File: config.mk
export PLATFORM = sky130hd
export DESIGN_NAME = riscv_ctrl_pipe
export DESIGN_NICKNAME = d
export VERILOG_FILES = /design/src/rtl/riscv_ctrl_pipe_pkg.sv /design/src/rtl/riscv_ctrl_pipe_dec.sv /design/src/rtl/riscv_ctrl_pipe.sv
export SDC_FILE = /design/constraint.sdc
export NUM_CORES = 1
export LEC_CHECK = 0
export BUFFER_PORTS_ARGS = -buffer_cell sky130_fd_sc_hd__clkbuf_2
export CORE_MARGIN = 2
export CORE_UTILIZATION = 40
export CTS_CLUSTER_SIZE = 28
export DETAILED_ROUTE_END_ITERATION = 6
export PLACE_DENSITY = 0.61
export RECOVER_POWER = 25
export SLEW_MARGIN = 25
export SYNTH_ARGS = -nofsm -noshare
export SYNTH_HDL_FRONTEND = slang
export SYNTH_SLANG_ARGS = --single-unit
export TNS_END_PERCENT = 50
File: constraint.sdc
create_clock -name i_clk -period 5.1 [get_ports i_clk]
set_clock_uncertainty 0.2 [all_clocks]
set_input_delay 1.02 -clock i_clk [delete_from_list [all_inputs] [get_ports i_clk]]
set_output_delay 1.02 -clock i_clk [all_outputs]
set_load 0.005 [all_outputs]
File: src/rtl/riscv_ctrl_pipe_pkg.sv
// Shared RISC-V control definitions: opcodes, funct3, operand-source codes,
// 5-bit ALU codes and the packed control-bundle layout used by every stage.
package riscv_ctrl_pipe_pkg;

    localparam logic [6:0] OPC_LUI    = 7'b0110111;
    localparam logic [6:0] OPC_AUIPC  = 7'b0010111;
    localparam logic [6:0] OPC_JAL    = 7'b1101111;
    localparam logic [6:0] OPC_JALR   = 7'b1100111;
    localparam logic [6:0] OPC_BRANCH = 7'b1100011;
    localparam logic [6:0] OPC_LOAD   = 7'b0000011;
    localparam logic [6:0] OPC_STORE  = 7'b0100011;
    localparam logic [6:0] OPC_OP_IMM = 7'b0010011;
    localparam logic [6:0] OPC_OP     = 7'b0110011;

    localparam logic [2:0] F3_ADD  = 3'b000;
    localparam logic [2:0] F3_SLL  = 3'b001;
    localparam logic [2:0] F3_SLT  = 3'b010;
    localparam logic [2:0] F3_SLTU = 3'b011;
    localparam logic [2:0] F3_XOR  = 3'b100;
    localparam logic [2:0] F3_SR   = 3'b101;
    localparam logic [2:0] F3_OR   = 3'b110;
    localparam logic [2:0] F3_AND  = 3'b111;

    localparam logic [6:0] F7_BASE = 7'b0000000;
    localparam logic [6:0] F7_ALT  = 7'b0100000;
    localparam logic [6:0] F7_MDV  = 7'b0000001;

    localparam logic [2:0] SRC_IMM_NONE = 3'd0;
    localparam logic [2:0] SRC_IMM_I    = 3'd1;
    localparam logic [2:0] SRC_IMM_S    = 3'd2;
    localparam logic [2:0] SRC_IMM_B    = 3'd3;
    localparam logic [2:0] SRC_IMM_U    = 3'd4;
    localparam logic [2:0] SRC_IMM_J    = 3'd5;
    localparam logic [1:0] SRC_RD_ALU   = 2'd0;
    localparam logic [1:0] SRC_RD_MEM   = 2'd1;
    localparam logic [1:0] SRC_RD_PC4   = 2'd2;
    localparam logic       SRC_A_PC     = 1'b1;
    localparam logic       SRC_B_IMM    = 1'b1;

    localparam logic [4:0] ALU_ADD    = 5'd0;
    localparam logic [4:0] ALU_SUB    = 5'd1;
    localparam logic [4:0] ALU_SLL    = 5'd2;
    localparam logic [4:0] ALU_SLT    = 5'd3;
    localparam logic [4:0] ALU_SLTU   = 5'd4;
    localparam logic [4:0] ALU_XOR    = 5'd5;
    localparam logic [4:0] ALU_SRL    = 5'd6;
    localparam logic [4:0] ALU_SRA    = 5'd7;
    localparam logic [4:0] ALU_OR     = 5'd8;
    localparam logic [4:0] ALU_AND    = 5'd9;
    localparam logic [4:0] ALU_PASSB  = 5'd10;
    localparam logic [4:0] ALU_MUL    = 5'd16;
    localparam logic [4:0] ALU_MULH   = 5'd17;
    localparam logic [4:0] ALU_MULHSU = 5'd18;
    localparam logic [4:0] ALU_MULHU  = 5'd19;
    localparam logic [4:0] ALU_DIV    = 5'd20;
    localparam logic [4:0] ALU_DIVU   = 5'd21;
    localparam logic [4:0] ALU_REM    = 5'd22;
    localparam logic [4:0] ALU_REMU   = 5'd23;

    localparam int OFF_FUNCT3    = 0;
    localparam int OFF_RS2       = 3;
    localparam int OFF_RS1       = 8;
    localparam int OFF_RD        = 13;
    localparam int OFF_IS_LOAD   = 18;
    localparam int OFF_ALU_CTRL  = 19;
    localparam int OFF_BYTE_SEL  = 24;
    localparam int OFF_MEM_WR    = 28;
    localparam int OFF_REG_WR    = 29;
    localparam int OFF_SRC_ALU_B = 30;
    localparam int OFF_SRC_ALU_A = 31;
    localparam int OFF_SRC_RD    = 32;
    localparam int OFF_SRC_IMM   = 34;
    localparam int CTRL_BUNDLE_W = 37;

    // First member is the MSB, so this matches the OFF_* offsets above.
    typedef struct packed {
        logic [2:0] src_imm;
        logic [1:0] src_rd;
        logic       src_alu_a;
        logic       src_alu_b;
        logic       reg_wr_en;
        logic       mem_wr_en;
        logic [3:0] mem_byte_sel;
        logic [4:0] alu_ctrl;
        logic       is_load;
        logic [4:0] rd;
        logic [4:0] rs1;
        logic [4:0] rs2;
        logic [2:0] funct3;
    } ctrl_bundle_t;

    function automatic logic [4:0] alu_from_f3(input logic [2:0] f3, input logic alt);
        case (f3)
            F3_ADD:  alu_from_f3 = alt ? ALU_SUB : ALU_ADD;
            F3_SLL:  alu_from_f3 = ALU_SLL;
            F3_SLT:  alu_from_f3 = ALU_SLT;
            F3_SLTU: alu_from_f3 = ALU_SLTU;
            F3_XOR:  alu_from_f3 = ALU_XOR;
            F3_SR:   alu_from_f3 = alt ? ALU_SRA : ALU_SRL;
            F3_OR:   alu_from_f3 = ALU_OR;
            default: alu_from_f3 = ALU_AND;
        endcase
    endfunction

    function automatic logic [1:0] fwd_sel(input logic [4:0] rs,
                                           input logic mem_valid, input ctrl_bundle_t mem_b,
                                           input logic wb_valid, input ctrl_bundle_t wb_b);
        if (mem_valid && mem_b.reg_wr_en && mem_b.rd != 5'd0 && mem_b.rd == rs)
            fwd_sel = 2'b01;
        else if (wb_valid && wb_b.reg_wr_en && wb_b.rd != 5'd0 && wb_b.rd == rs)
            fwd_sel = 2'b10;
        else
            fwd_sel = 2'b00;
    endfunction

endpackage

File: src/rtl/riscv_ctrl_pipe_dec.sv
// Combinational RV32I decoder (instr -> control bundle, illegal flag).
// M-extension decode is enabled by RISCV_CTRL_MULDIV_EN.
module riscv_ctrl_dec
    import riscv_ctrl_pipe_pkg::*;
(
    input  logic [31:0]  instr,
    output ctrl_bundle_t bundle,
    output logic         illegal
);
    logic [6:0] opcode;
    logic [2:0] f3;
    logic [6:0] f7;
    logic       use_rs1;
    logic       use_rs2;
    logic       wr_rd;

    assign opcode = instr[6:0];
    assign f3     = instr[14:12];
    assign f7     = instr[31:25];

    always_comb begin
        bundle              = '0;
        bundle.funct3       = f3;
        bundle.mem_byte_sel = 4'b1111;
        illegal             = 1'b0;
        use_rs1             = 1'b0;
        use_rs2             = 1'b0;
        wr_rd               = 1'b0;
        case (opcode)
            OPC_LUI: begin
                bundle.src_imm = SRC_IMM_U; bundle.src_alu_b = SRC_B_IMM;
                bundle.alu_ctrl = ALU_PASSB; wr_rd = 1'b1;
            end
            OPC_AUIPC: begin
                bundle.src_imm = SRC_IMM_U; bundle.src_alu_a = SRC_A_PC;
                bundle.src_alu_b = SRC_B_IMM; wr_rd = 1'b1;
            end
            OPC_JAL: begin
                bundle.src_imm = SRC_IMM_J; bundle.src_rd = SRC_RD_PC4;
                bundle.src_alu_a = SRC_A_PC; bundle.src_alu_b = SRC_B_IMM; wr_rd = 1'b1;
            end
            OPC_JALR: begin
                bundle.src_imm = SRC_IMM_I; bundle.src_rd = SRC_RD_PC4;
                bundle.src_alu_b = SRC_B_IMM; use_rs1 = 1'b1; wr_rd = 1'b1;
                illegal = (f3 != 3'b000);
            end
            OPC_BRANCH: begin
                bundle.src_imm = SRC_IMM_B; use_rs1 = 1'b1; use_rs2 = 1'b1;
                case (f3[2:1])
                    2'b00:   bundle.alu_ctrl = ALU_SUB;
                    2'b10:   bundle.alu_ctrl = ALU_SLT;
                    2'b11:   bundle.alu_ctrl = ALU_SLTU;
                    default: illegal = 1'b1;
                endcase
            end
            OPC_LOAD: begin
                bundle.src_imm = SRC_IMM_I; bundle.src_alu_b = SRC_B_IMM;
                bundle.src_rd = SRC_RD_MEM; bundle.is_load = 1'b1;
                use_rs1 = 1'b1; wr_rd = 1'b1;
                case (f3)
                    3'b000, 3'b100: bundle.mem_byte_sel = 4'b0001;
                    3'b001, 3'b101: bundle.mem_byte_sel = 4'b0011;
                    3'b010:         bundle.mem_byte_sel = 4'b1111;
                    default:        illegal = 1'b1;
                endcase
            end
            OPC_STORE: begin
                bundle.src_imm = SRC_IMM_S; bundle.src_alu_b = SRC_B_IMM;
                bundle.mem_wr_en = 1'b1; use_rs1 = 1'b1; use_rs2 = 1'b1;
                case (f3)
                    3'b000:  bundle.mem_byte_sel = 4'b0001;
                    3'b001:  bundle.mem_byte_sel = 4'b0011;
                    3'b010:  bundle.mem_byte_sel = 4'b1111;
                    default: illegal = 1'b1;
                endcase
            end
            OPC_OP_IMM: begin
                bundle.src_imm = SRC_IMM_I; bundle.src_alu_b = SRC_B_IMM;
                use_rs1 = 1'b1; wr_rd = 1'b1;
                bundle.alu_ctrl = alu_from_f3(f3, (f3 == F3_SR) && (f7 == F7_ALT));
                if (f3 == F3_SLL && f7 != F7_BASE)
                    illegal = 1'b1;
                if (f3 == F3_SR && f7 != F7_BASE && f7 != F7_ALT)
                    illegal = 1'b1;
            end
            OPC_OP: begin
                use_rs1 = 1'b1; use_rs2 = 1'b1; wr_rd = 1'b1;
                if (f7 == F7_BASE)
                    bundle.alu_ctrl = alu_from_f3(f3, 1'b0);
                else if (f7 == F7_ALT && (f3 == F3_ADD || f3 == F3_SR))
                    bundle.alu_ctrl = alu_from_f3(f3, 1'b1);
`ifdef RISCV_CTRL_MULDIV_EN
                else if (f7 == F7_MDV)
                    bundle.alu_ctrl = {2'b10, f3};
`endif
                else
                    illegal = 1'b1;
            end
            default: illegal = 1'b1;
        endcase
        bundle.rs1 = use_rs1 ? instr[19:15] : 5'd0;
        bundle.rs2 = use_rs2 ? instr[24:20] : 5'd0;
        bundle.rd  = wr_rd   ? instr[11:7]  : 5'd0;
        bundle.reg_wr_en = wr_rd;
        // Illegal ops must never write state or look like a load to the hazard logic.
        if (illegal) begin
            bundle.reg_wr_en = 1'b0;
            bundle.mem_wr_en = 1'b0;
            bundle.is_load   = 1'b0;
            bundle.rd        = 5'd0;
        end
    end

endmodule

File: src/rtl/riscv_ctrl_pipe.sv
// ID->EX->MEM->WB control pipeline: stage registers, load-use/redirect hazards,
// operand forwarding and, with RISCV_CTRL_MULDIV_EN, the multi-cycle divide hold.
module riscv_ctrl_pipe
    import riscv_ctrl_pipe_pkg::*;
#(
    parameter int DIV_LAT = 8,
    parameter int CTRL_W  = CTRL_BUNDLE_W
) (
    input  logic              i_clk,
    input  logic              i_rstn,
    input  logic              i_ctrl_id_valid,
    input  logic [31:0]       i_ctrl_instr,
    output logic              o_ctrl_id_ready,
    input  logic              i_ctrl_hold,
    input  logic              i_ctrl_ex_redirect,
    output logic              o_ctrl_ex_valid,
    output logic              o_ctrl_mem_valid,
    output logic              o_ctrl_wb_valid,
    output logic [CTRL_W-1:0] o_ctrl_ex_bundle,
    output logic [CTRL_W-1:0] o_ctrl_mem_bundle,
    output logic [CTRL_W-1:0] o_ctrl_wb_bundle,
    output logic              o_ctrl_ex_illegal,
    output logic              o_ctrl_stall,
    output logic [1:0]        o_ctrl_fwd_a,
    output logic [1:0]        o_ctrl_fwd_b
);
    if (DIV_LAT < 2 || DIV_LAT > 34) begin : g_bad_div_lat
        $error("riscv_ctrl_pipe: DIV_LAT out of range 2..34");
    end

    ctrl_bundle_t dec_bundle;
    logic         dec_illegal;
    ctrl_bundle_t ex_b, mem_b, wb_b;
    logic         ex_v, mem_v, wb_v, ex_ill;
    logic         load_use, div_busy, ex_take;

    riscv_ctrl_dec u_dec (
        .instr   (i_ctrl_instr),
        .bundle  (dec_bundle),
        .illegal (dec_illegal)
    );

    // Unused operand fields decode to x0, so rd!=0 alone rules out false matches.
    assign load_use = i_ctrl_id_valid && ex_v && ex_b.is_load && ex_b.rd != 5'd0 &&
                      (ex_b.rd == dec_bundle.rs1 || ex_b.rd == dec_bundle.rs2);
    assign ex_take  = i_ctrl_id_valid && !i_ctrl_ex_redirect && !load_use;

`ifdef RISCV_CTRL_MULDIV_EN
    localparam int CNT_W = $clog2(DIV_LAT);
    logic [CNT_W-1:0] div_cnt;
    logic             dec_is_div;

    assign dec_is_div = !dec_illegal && dec_bundle.alu_ctrl[4] && dec_bundle.alu_ctrl[2];
    assign div_busy   = (div_cnt != '0);

    always_ff @(posedge i_clk) begin
        if (!i_rstn)
            div_cnt <= '0;
        else if (!i_ctrl_hold) begin
            if (div_busy)
                div_cnt <= div_cnt - 1'b1;
            else if (ex_take && dec_is_div)
                div_cnt <= CNT_W'(DIV_LAT - 1);
        end
    end
`else
    assign div_busy = 1'b0;
`endif

    always_ff @(posedge i_clk) begin
        if (!i_rstn) begin
            ex_v   <= 1'b0; ex_b  <= '0; ex_ill <= 1'b0;
            mem_v  <= 1'b0; mem_b <= '0;
            wb_v   <= 1'b0; wb_b  <= '0;
        end else if (!i_ctrl_hold) begin
            wb_v <= mem_v;
            wb_b <= mem_b;
            if (div_busy) begin
                mem_v <= 1'b0;
                mem_b <= '0;
            end else begin
                mem_v  <= ex_v;
                mem_b  <= ex_b;
                ex_v   <= ex_take;
                ex_b   <= ex_take ? dec_bundle : '0;
                ex_ill <= ex_take && dec_illegal;
            end
        end
    end

    // Redirect discards ID even when a load-use match would otherwise stall it.
    assign o_ctrl_id_ready = i_rstn && !i_ctrl_hold && (i_ctrl_ex_redirect || !(load_use || div_busy));
    assign o_ctrl_stall    = i_rstn && (div_busy || (load_use && !i_ctrl_ex_redirect));
    assign o_ctrl_fwd_a    = i_rstn ? fwd_sel(ex_b.rs1, mem_v, mem_b, wb_v, wb_b) : 2'b00;
    assign o_ctrl_fwd_b    = i_rstn ? fwd_sel(ex_b.rs2, mem_v, mem_b, wb_v, wb_b) : 2'b00;

    assign o_ctrl_ex_valid   = ex_v;
    assign o_ctrl_mem_valid  = mem_v;
    assign o_ctrl_wb_valid   = wb_v;
    assign o_ctrl_ex_bundle  = ex_b;
    assign o_ctrl_mem_bundle = mem_b;
    assign o_ctrl_wb_bundle  = wb_b;
    assign o_ctrl_ex_illegal = ex_ill;

endmodule

==> results of run 1 <==
==> critical path, cell delays in order <==
cell      delay (ns)
clkbuf_2        0.24
nand3b_1        0.28
a21oi_4         0.34
a21boi_0        0.19
a2111o_1        0.53
o21ai_2         0.31
a21oi_1         0.14
clkbuf_2        0.13
==> worst paths after layout <==
path                               end  cells past startpoint                  from  slack, ns
hold reg to reg      o_ctrl_ex_illegal                      2     o_ctrl_ex_illegal       0.28
setup / recovery       o_ctrl_id_ready                      8       i_ctrl_instr[5]       0.72
hold / removal       o_ctrl_ex_illegal                      2     o_ctrl_ex_illegal       0.28
setup reg to reg  o_ctrl_ex_bundle[11]                      6  o_ctrl_ex_bundle[17]       2.56
==> sequential cells by signal (all words and copies together) (netlist names) <==
register and cells:
o_ctrl_ex_bundle 35, o_ctrl_ex_illegal 1, o_ctrl_mem_bundle 35, o_ctrl_wb_bundle 35
==> placed cells by master, fill, tap and decap left out, drive strengths merged, types with 3 or more instances in the layout <==
master,count
conb,3
a21boi,6
o32ai,3
o21ai,24
o31ai,28
xor2,16
and2,3
clkbuf,161
mux2i,71
nor2,12
a21oi,7
buf,5
nor4,5
nand3b,3
nand3,8
nand2b,8
inv,6
nand2,59
xnor2,8
dfxtp,106
nor3,4
or4,6
nor2b,73
==> per-layer routing <==
metal / track usage, % / up-vias / routed length [um]
met5: 0 / - / 0
met4: 8.39 / 0 / 318
met3: 2.34 / 23 / 549
met2: 28.3 / 128 / 5720
met1: 28.3 / 2007 / 6710
li1: - / 2141 / -
==> area by class of cell <==
type                    count  share of cell area (%)
flip-flops and latches    106                    34.7
multi-input cells         389                    44.3
inverters                   4                   0.246
clock inverters             6                    1.19
repair buffers            156                    12.2
well taps                 172                    3.52
clock buffers              10                    3.75
==> kinds of logic after synthesis <==
group / Yosys count / share of synthesized area [%]
AOI/OAI and AO/OA: 94 / 13.3
DFF: 106 / 41.8
xor gates and xnor gates: 24 / 4.14
buffers and inverters: 47 / 5.13
and+or+nand+nor: 197 / 21.6
muxes: 71 / 14.0
other: 1 / 0.0739
==> power groups by stage <==
stage | registers (mW) | logic (mW) | clock network [mW]
3_3_place_gp | 0.854 | 0.113 | 0
4_1_cts | 0.835 | 0.115 | 0.716
3_5_place_dp | 0.854 | 0.114 | 0
5_1_grt | 0.835 | 0.125 | 0.749
6_report | 0.835 | 0.115 | 0.701
2_1_floorplan | 0.853 | 0.0821 | 0
==> flow_metrics.py, run 1 <==
metrics = {
    "logic_synthesis": {
        "synth_top_area_share_pct": 41.8,
        "yosysMostFrequentCell": "dfxtp_1",
        "synth.distinct_cells": 65,
        "syn_area_per_cell_um2": 9.40,
        "synthTopCellsByArea": "dfxtp_1, mux2i_1, nor2b_1",
        "ys.flop_type": "dfxtp_1",
        "seq_area_frac_synth_pct": 41.8,
        "netlist_area_um2": 5080,
        "yosys_warnings": 0,
        "ys_seq_elements": 106,
        "async_flop_share_pct": 0,
        "synthTopCellsByCount": "dfxtp_1, nor2b_1, mux2i_1, nand2_1, o31ai_1",
        "synth_edf_count": 0,
        "synthCells": 540,
        "yosysTopAreaCell": "dfxtp_1",
    },
    "routing": {
        "wire_per_inst_um": 15.8,
        "viasPerCell": 5.10,
        "firstDrtPassIters": 4,
        "remaining_drc_errors": 0,
        "detail-route-antenna-nets": 0,
        "wirelength_mm": 13.3,
        "vias": 4299,
        "drt_iter0_markers": 328,
    },
    "clock_tree": {
        "cts_buffers": 9,
        "cts_hold_buf": 0,
        "cts_tree": "built",
        "cts_resized": 0,
        "clock_path_buffers": 2,
        "cts.sinks": 106,
        "cts_setup_buffers": 0,
        "clk_latency_ns": 0.35,
        "clk_pin_slew_worst_paths_ns": 0.07,
        "htree_levels": 3,
        "cts_root_buffer": "clkbuf_16",
    },
    "layout": {
        "stdcell_area_um2": 6110,
        "fillCellCount": 1272,
        "layout-drive-gt1-share_pct": 22.8,
        "ff_latch_area_um2": 2120,
        "fin_cells": 843,
        "nets": 703,
        "diodes": 0,
        "area_growth_syn_to_layout_pct": 20.3,
        "final_core_util_pct": 48.8,
        "multi_input_area_um2": 2710,
    },
    "timing": {
        "whs_ns": 0.277,
        "grt_setup_unrepaired": "false",
        "finalCritPeriodShare_pct": 85.9,
        "worstMarginPinSlew_ns": 0.977,
        "slew_headroom_pct": 34.9,
        "min_period_ns": 4.38,
        "post-route-worst-setup-slack_ns": 0.719,
        "hold_violations": 0,
        "finalSetupViolCount": 0,
        "max_freq_mhz": 228,
        "drv_slew": 0,
        "fin_tns_setup_ns": 0,
    },
    "global_routing": {
        "grt_pass1_vias": 3784,
        "grt_use_total_pct": 19.2,
        "grt_pass1_wl_mm": 20.3,
        "grt_max_degree": 75,
        "grt.overflow.total": 0,
        "antenna_found_initial": 0,
    },
    "placed_design": {
        "hpwl_mm": 9.84,
        "dp_slack_ns": 0.726,
        "placed_area_um2": 5840,
        "placed_cells": 827,
        "port-buffer-count": 154,
        "gp_congestion": 0.953,
    },
    "pwr": {
        "power_frac_clock_pct": 42.5,
        "combPwrFrac_pct": 6.9,
        "seq_power_share_pct": 50.6,
        "power_switching_mw": 0.385,
        "p_int_mw": 1.27,
        "p_total_mw": 1.65,
        "switching_share_pct": 23.3,
        "leakagePower_nw": 2.59,
        "ir_drop_mv": 0.162,
        "p_per_area_nw_per_um2": 270,
    },
    "die": {
        "dieArea_um2": 13600,
        "die_h_um": 117,
        "coreArea_um2": 12500,
        "floorplan.die.width_um": 117,
        "row_count": 41,
        "start_util_pct": 40.6,
        "ioPinCount": 158,
    },
    "worst_setup_path": {
        "end_kind": "output pin",
        "cp-start-kind": "input port",
        "cp.required_ns": 3.88,
        "path_max_fanout": 14,
        "worstSetupPathType": "in2out",
        "worstPathArrival_ns": 3.16,
    },
    "hold_path": {
        "hold_path.class": "reg2reg",
    },
    "status": {
        "status": "completed",
    },
    "flow_run": {
        "cap_violations": 0,
    },
}
No activity file was read; power rests on OpenSTA's default activity.
==> run 2, diff against run 1 <==
--- a/config.mk
+++ b/config.mk
@@ -12,6 +12,7 @@
 export DETAILED_ROUTE_END_ITERATION = 6
 export PLACE_DENSITY = 0.61
 export RECOVER_POWER = 25
+export REMOVE_ABC_BUFFERS = 1
 export SLEW_MARGIN = 25
 export SYNTH_ARGS = -nofsm -noshare
 export SYNTH_HDL_FRONTEND = slang
==> run 2 against run 1 <==
Power increased by 6.5%. Clock power increased by 15%. Critical path depth stayed put. Final cell count up 0.24%. Wire length grew 2.2%. Die area did not move. Via count is 0.86% higher. Global-route usage increased by 0.43 points. Critical endpoint unchanged. Largest power group unchanged. Highest routed layer unchanged.
==> flow_metrics.py, run 2 (synthesis gave the netlist of run 1 again) <==
metrics = {
    "routing": {
        "wirelength_mm": 13.6,
        "remaining_drc_errors": 0,
        "wire_per_inst_um": 16.1,
        "vias": 4336,
        "drt_iter0_markers": 231,
        "firstDrtPassIters": 4,
        "detail-route-antenna-nets": 0,
        "viasPerCell": 5.13,
    },
    "timing": {
        "hold_violations": 0,
        "slew_headroom_pct": 43.8,
        "max_freq_mhz": 225,
        "whs_ns": 0.290,
        "finalSetupViolCount": 0,
        "worstMarginPinSlew_ns": 0.841,
        "min_period_ns": 4.44,
        "grt_setup_unrepaired": "false",
        "fin_tns_setup_ns": 0,
        "drv_slew": 0,
        "finalCritPeriodShare_pct": 87.1,
        "post-route-worst-setup-slack_ns": 0.660,
    },
    "layout": {
        "layout.cells.most_common": "clkbuf_2",
        "layout-drive-gt1-share_pct": 25.0,
        "area_growth_syn_to_layout_pct": 22.0,
        "stdcell_area_um2": 6190,
        "nets": 705,
        "most-common-layout-cells": "clkbuf_2, dfxtp_1, nor2b_1",
        "diodes": 0,
        "final_core_util_pct": 49.5,
        "fin_cells": 845,
    },
    "hold_path": {
        "whs_path_depth": 2,
        "hold_path.class": "reg2reg",
    },
    "worst_setup_path": {
        "slowest_delay_ns": 0.54,
        "end_kind": "output pin",
        "path_max_fanout": 14,
        "critical_path.cell_chain": "clkbuf_2 > nand3b_1 > a21oi_4 > a21boi_0 > a2111o_1 > o21ai_2 > a21oi_1 > clkbuf_2",
        "cp_top_family": "compound AO/OA/AOI/OAI gates",
        "reg2reg_depth": 7,
        "worstSetupPathType": "in2out",
        "worstPathArrival_ns": 3.22,
        "worst_path_most_repeated_cell": "clkbuf_2",
        "crit_cells": 8,
        "crit_buf_inv": 2,
        "cp.required_ns": 3.88,
        "cp-start-kind": "input port",
        "critPathSlowestCell": "a2111o_1",
    },
    "global_routing": {
        "use_met3_pct": 4.93,
        "grt.overflow.total": 0,
        "antenna_found_initial": 0,
        "use_met2_pct": 31.4,
        "grt-busiest-layer": "met2",
        "use_met1_pct": 26.4,
        "grt_use_total_pct": 19.7,
        "grt_pass1_wl_mm": 20.7,
        "grt_pass1_vias": 3902,
        "grt_max_degree": 76,
    },
    "clock_tree": {
        "htree_levels": 3,
        "clk_pin_slew_worst_paths_ns": 0.07,
        "cts_hold_buf": 0,
        "cts_root_buffer": "clkbuf_16",
        "cts_buffers": 9,
        "clk_latency_ns": 0.35,
        "cts.sinks": 106,
        "clock_path_buffers": 2,
        "cts_resized": 0,
        "cts_setup_buffers": 0,
        "cts_tree": "built",
    },
    "placed_design": {
        "dp_slack_ns": 0.728,
        "placed_cells": 829,
        "port-buffer-count": 154,
        "gp_congestion": 0.866,
        "placed_area_um2": 5860,
        "hpwl_mm": 9.90,
    },
    "status": {
        "status": "completed",
    },
    "pwr": {
        "p_total_mw": 1.76,
        "leakagePower_nw": 2.67,
        "p_per_area_nw_per_um2": 284,
        "ir_drop_mv": 0.153,
    },
    "die": {
        "floorplan.die.width_um": 117,
        "die_h_um": 117,
        "start_util_pct": 40.6,
        "row_count": 41,
        "coreArea_um2": 12500,
        "dieArea_um2": 13600,
        "ioPinCount": 158,
    },
    "flow_run": {
        "cap_violations": 0,
    },
}
## run 2: cell types whose count changed in the layout (fill, tap and decap cells not counted), moves of 2 or more
cell,previous run,this run
inv_6,2,0
bufinv_16,1,3
buf_4,3,5
clkbuf_1,32,19
clkbuf_2,120,133
## run 2: layout make-up
type / instances / area (um^2)
clock buffer: 10 / 239
clock inverter: 6 / 114
fill: 1266 / 6320
inverter: 4 / 15.0
multi-input combinational: 389 / 2710
sequential: 106 / 2120
tap: 172 / 215
timing repair buffer: 158 / 778
## run 2: worst min-delay path, delay by kind of cell, from the launching register on
| kind | cells | cell delay [ns] |
|---|---|---|
| AND/OR/NAND/NOR | 1 | 0.06 |
| flip-flops | 1 | 0.32 |
| AO/OA/AOI/OAI | 1 | 0.06 |
## run 2: path summary, 6_finish.rpt
check / startpoint / slack [ns] / end
setup / recovery: i_ctrl_instr[5] / 0.66 / o_ctrl_id_ready
hold / removal: o_ctrl_ex_illegal / 0.29 / o_ctrl_ex_illegal
setup reg to reg: o_ctrl_ex_bundle[17] / 2.37 / o_ctrl_ex_bundle[25]
hold reg to reg: o_ctrl_ex_illegal / 0.29 / o_ctrl_ex_illegal
## run 2: metal layers
metal	share of wire, %	wire [um]	vias to the layer above
met5	0	0	-
met4	1.3	173	0
met3	6.2	847	12
met2	47	6330	136
met1	46	6240	2038
li1	-	-	2150
## run 2: report_power, final
group	leakage, nW	switching [mW]	internal, mW
Sequential	0.854	0.00405	0.831
Clock	0.165	0.313	0.494
Combinational	1.65	0.0678	0.0490
Total	2.67	0.385	1.37
==> run 3, diff against run 2 <==
--- a/config.mk
+++ b/config.mk
@@ -8,11 +8,13 @@
 export BUFFER_PORTS_ARGS = -buffer_cell sky130_fd_sc_hd__clkbuf_2
 export CORE_MARGIN = 2
 export CORE_UTILIZATION = 40
+export CTS_BUF_LIST = sky130_fd_sc_hd__clkbuf_2 sky130_fd_sc_hd__clkbuf_4 sky130_fd_sc_hd__clkbuf_8
 export CTS_CLUSTER_SIZE = 28
 export DETAILED_ROUTE_END_ITERATION = 6
 export PLACE_DENSITY = 0.61
 export RECOVER_POWER = 25
 export REMOVE_ABC_BUFFERS = 1
+export SKIP_CTS_REPAIR_TIMING = 1
 export SLEW_MARGIN = 25
 export SYNTH_ARGS = -nofsm -noshare
 export SYNTH_HDL_FRONTEND = slang
==> run 3 against run 2 <==
First-iteration DRC count increased by 6.1%. Clock power decreased by 21%. Critical path type unchanged. Clock-buffer cell count unchanged. Fmax increased by 0.33%. Critical path depth unchanged. Final cell count unchanged. Die area unchanged. Utilization decreased by 0.82 points. Setup slack improved by 0.015 ns. Global-route usage decreased by 0.12 points. Largest cell class unchanged. Wire length decreased by 0.35%. Worst hold slack got worse by 0.0055 ns.
==> flow_metrics.py, run 3 (synthesis gave the netlist of run 1 again) <==
metrics = {
    "clock_tree": {
        "cts_buffers": 9,
        "cts.sinks": 106,
        "htree_levels": 3,
        "cts_tree": "built",
        "clock_path_buffers": 2,
        "clk_pin_slew_worst_paths_ns": 0.10,
        "clk_latency_ns": 0.38,
        "cts_root_buffer": "clkbuf_8",
    },
    "pwr": {
        "ir_drop_mv": 0.143,
        "leakagePower_nw": 2.62,
        "p_total_mw": 1.59,
        "p_per_area_nw_per_um2": 261,
    },
    "layout": {
        "layout-drive-gt1-share_pct": 24.8,
        "nets": 705,
        "most-common-layout-cells": "clkbuf_2, dfxtp_1, nor2b_1",
        "area_growth_syn_to_layout_pct": 19.9,
        "diodes": 0,
        "layout.cells.most_common": "clkbuf_2",
        "fin_cells": 845,
        "fillCellCount": 1274,
    },
    "die": {
        "coreArea_um2": 12500,
        "floorplan.die.width_um": 117,
        "die_h_um": 117,
        "row_count": 41,
        "dieArea_um2": 13600,
        "ioPinCount": 158,
        "start_util_pct": 40.6,
    },
    "timing": {
        "grt_setup_unrepaired": "false",
        "drv_slew": 0,
        "finalCritPeriodShare_pct": 86.8,
        "whs_ns": 0.284,
        "fin_tns_setup_ns": 0,
        "slew_headroom_pct": 44.4,
        "min_period_ns": 4.42,
        "finalSetupViolCount": 0,
        "hold_violations": 0,
        "worstMarginPinSlew_ns": 0.832,
        "max_freq_mhz": 226,
    },
    "worst_setup_path": {
        "worst_path_most_repeated_cell": "clkbuf_2",
        "slowest_delay_ns": 0.54,
        "cp-start-kind": "input port",
        "cp_top_family": "compound AO/OA/AOI/OAI gates",
        "crit_buf_inv": 2,
        "path_max_fanout": 14,
        "worstSetupPathType": "in2out",
        "critical_path.cell_chain": "clkbuf_2 > nand3b_1 > a21oi_4 > a21boi_0 > a2111o_1 > o21ai_2 > a21oi_1 > clkbuf_2",
        "worstPathArrival_ns": 3.20,
        "crit_start": "i_ctrl_instr[5]",
        "r2r-start": "o_ctrl_ex_bundle[17]",
        "end_kind": "output pin",
        "critPathSlowestCell": "a2111o_1",
        "cp.required_ns": 3.88,
    },
    "status": {
        "status": "completed",
    },
    "global_routing": {
        "grt.overflow.total": 0,
        "grt_pass1_wl_mm": 20.6,
        "antenna_found_initial": 0,
        "grt_pass1_vias": 3868,
        "grt_max_degree": 76,
        "grt_use_total_pct": 19.5,
    },
    "routing": {
        "viasPerCell": 5.12,
        "drt_iter0_markers": 245,
        "vias": 4324,
        "wire_per_inst_um": 16.0,
        "remaining_drc_errors": 0,
        "detail-route-antenna-nets": 0,
        "firstDrtPassIters": 4,
        "wirelength_mm": 13.5,
    },
    "flow_run": {
        "cap_violations": 0,
    },
    "placed_design": {
        "gp_congestion": 0.866,
        "port-buffer-count": 154,
        "hpwl_mm": 9.90,
        "placed_cells": 829,
    },
    "hold_path": {
        "hold_path_startpoint": "o_ctrl_ex_illegal",
        "hold_path.class": "reg2reg",
    },
}
## run 3: area by class of cell
type / instances / area [um^2] / area share (%)
multi-input combinational: 389 / 2710 / 44.5
sequential: 106 / 2120 / 34.8
timing repair buffer: 158 / 777 / 12.8
tap: 172 / 215 / 3.53
clock buffer: 10 / 138 / 2.26
clock inverter: 6 / 114 / 1.87
inverter: 4 / 15.0 / 0.247
## run 3: per-layer routing
layer	track usage (%)	routed length, um	vias up
met3	4.93	891	13
met2	31.1	6230	129
met1	26.5	6270	2033
met5	0	0	-
met4	5.41	157	0
li1	-	-	2149
## run 3: path summary, 6_finish.rpt
| check | to | slack [ns] | cells past startpoint |
|---|---|---|---|
| min | o_ctrl_ex_illegal | 0.28 | 2 |
| max | o_ctrl_id_ready | 0.68 | 8 |
| max reg2reg | o_ctrl_ex_bundle[4] | 2.40 | 7 |
| min reg2reg | o_ctrl_ex_illegal | 0.28 | 2 |
## run 3: power breakdown
| part | total (mW) | switching [mW] | internal [mW] |
|---|---|---|---|
| logic | 0.117 | 0.0677 | 0.0490 |
| clock network | 0.636 | 0.296 | 0.340 |
| registers | 0.835 | 0.00401 | 0.831 |
| total | 1.59 | 0.367 | 1.22 |
## run 3: worst min-delay path, cell delays in order (launching register included)
cell and delay (ns):
dfxtp_1 0.33, nand2_1 0.05, o31ai_1 0.06
## run 3: stage by stage
stage          cell area, um^2  util, %  setup WS (ns)
2_1_floorplan             4840        -           1.38
3_3_place_gp              5860     46.8          0.810
3_5_place_dp              5860     46.8          0.728
4_1_cts                   6110     48.8          0.722
5_1_grt                   6090     48.7          0.509
6_report                  6090     48.7          0.675
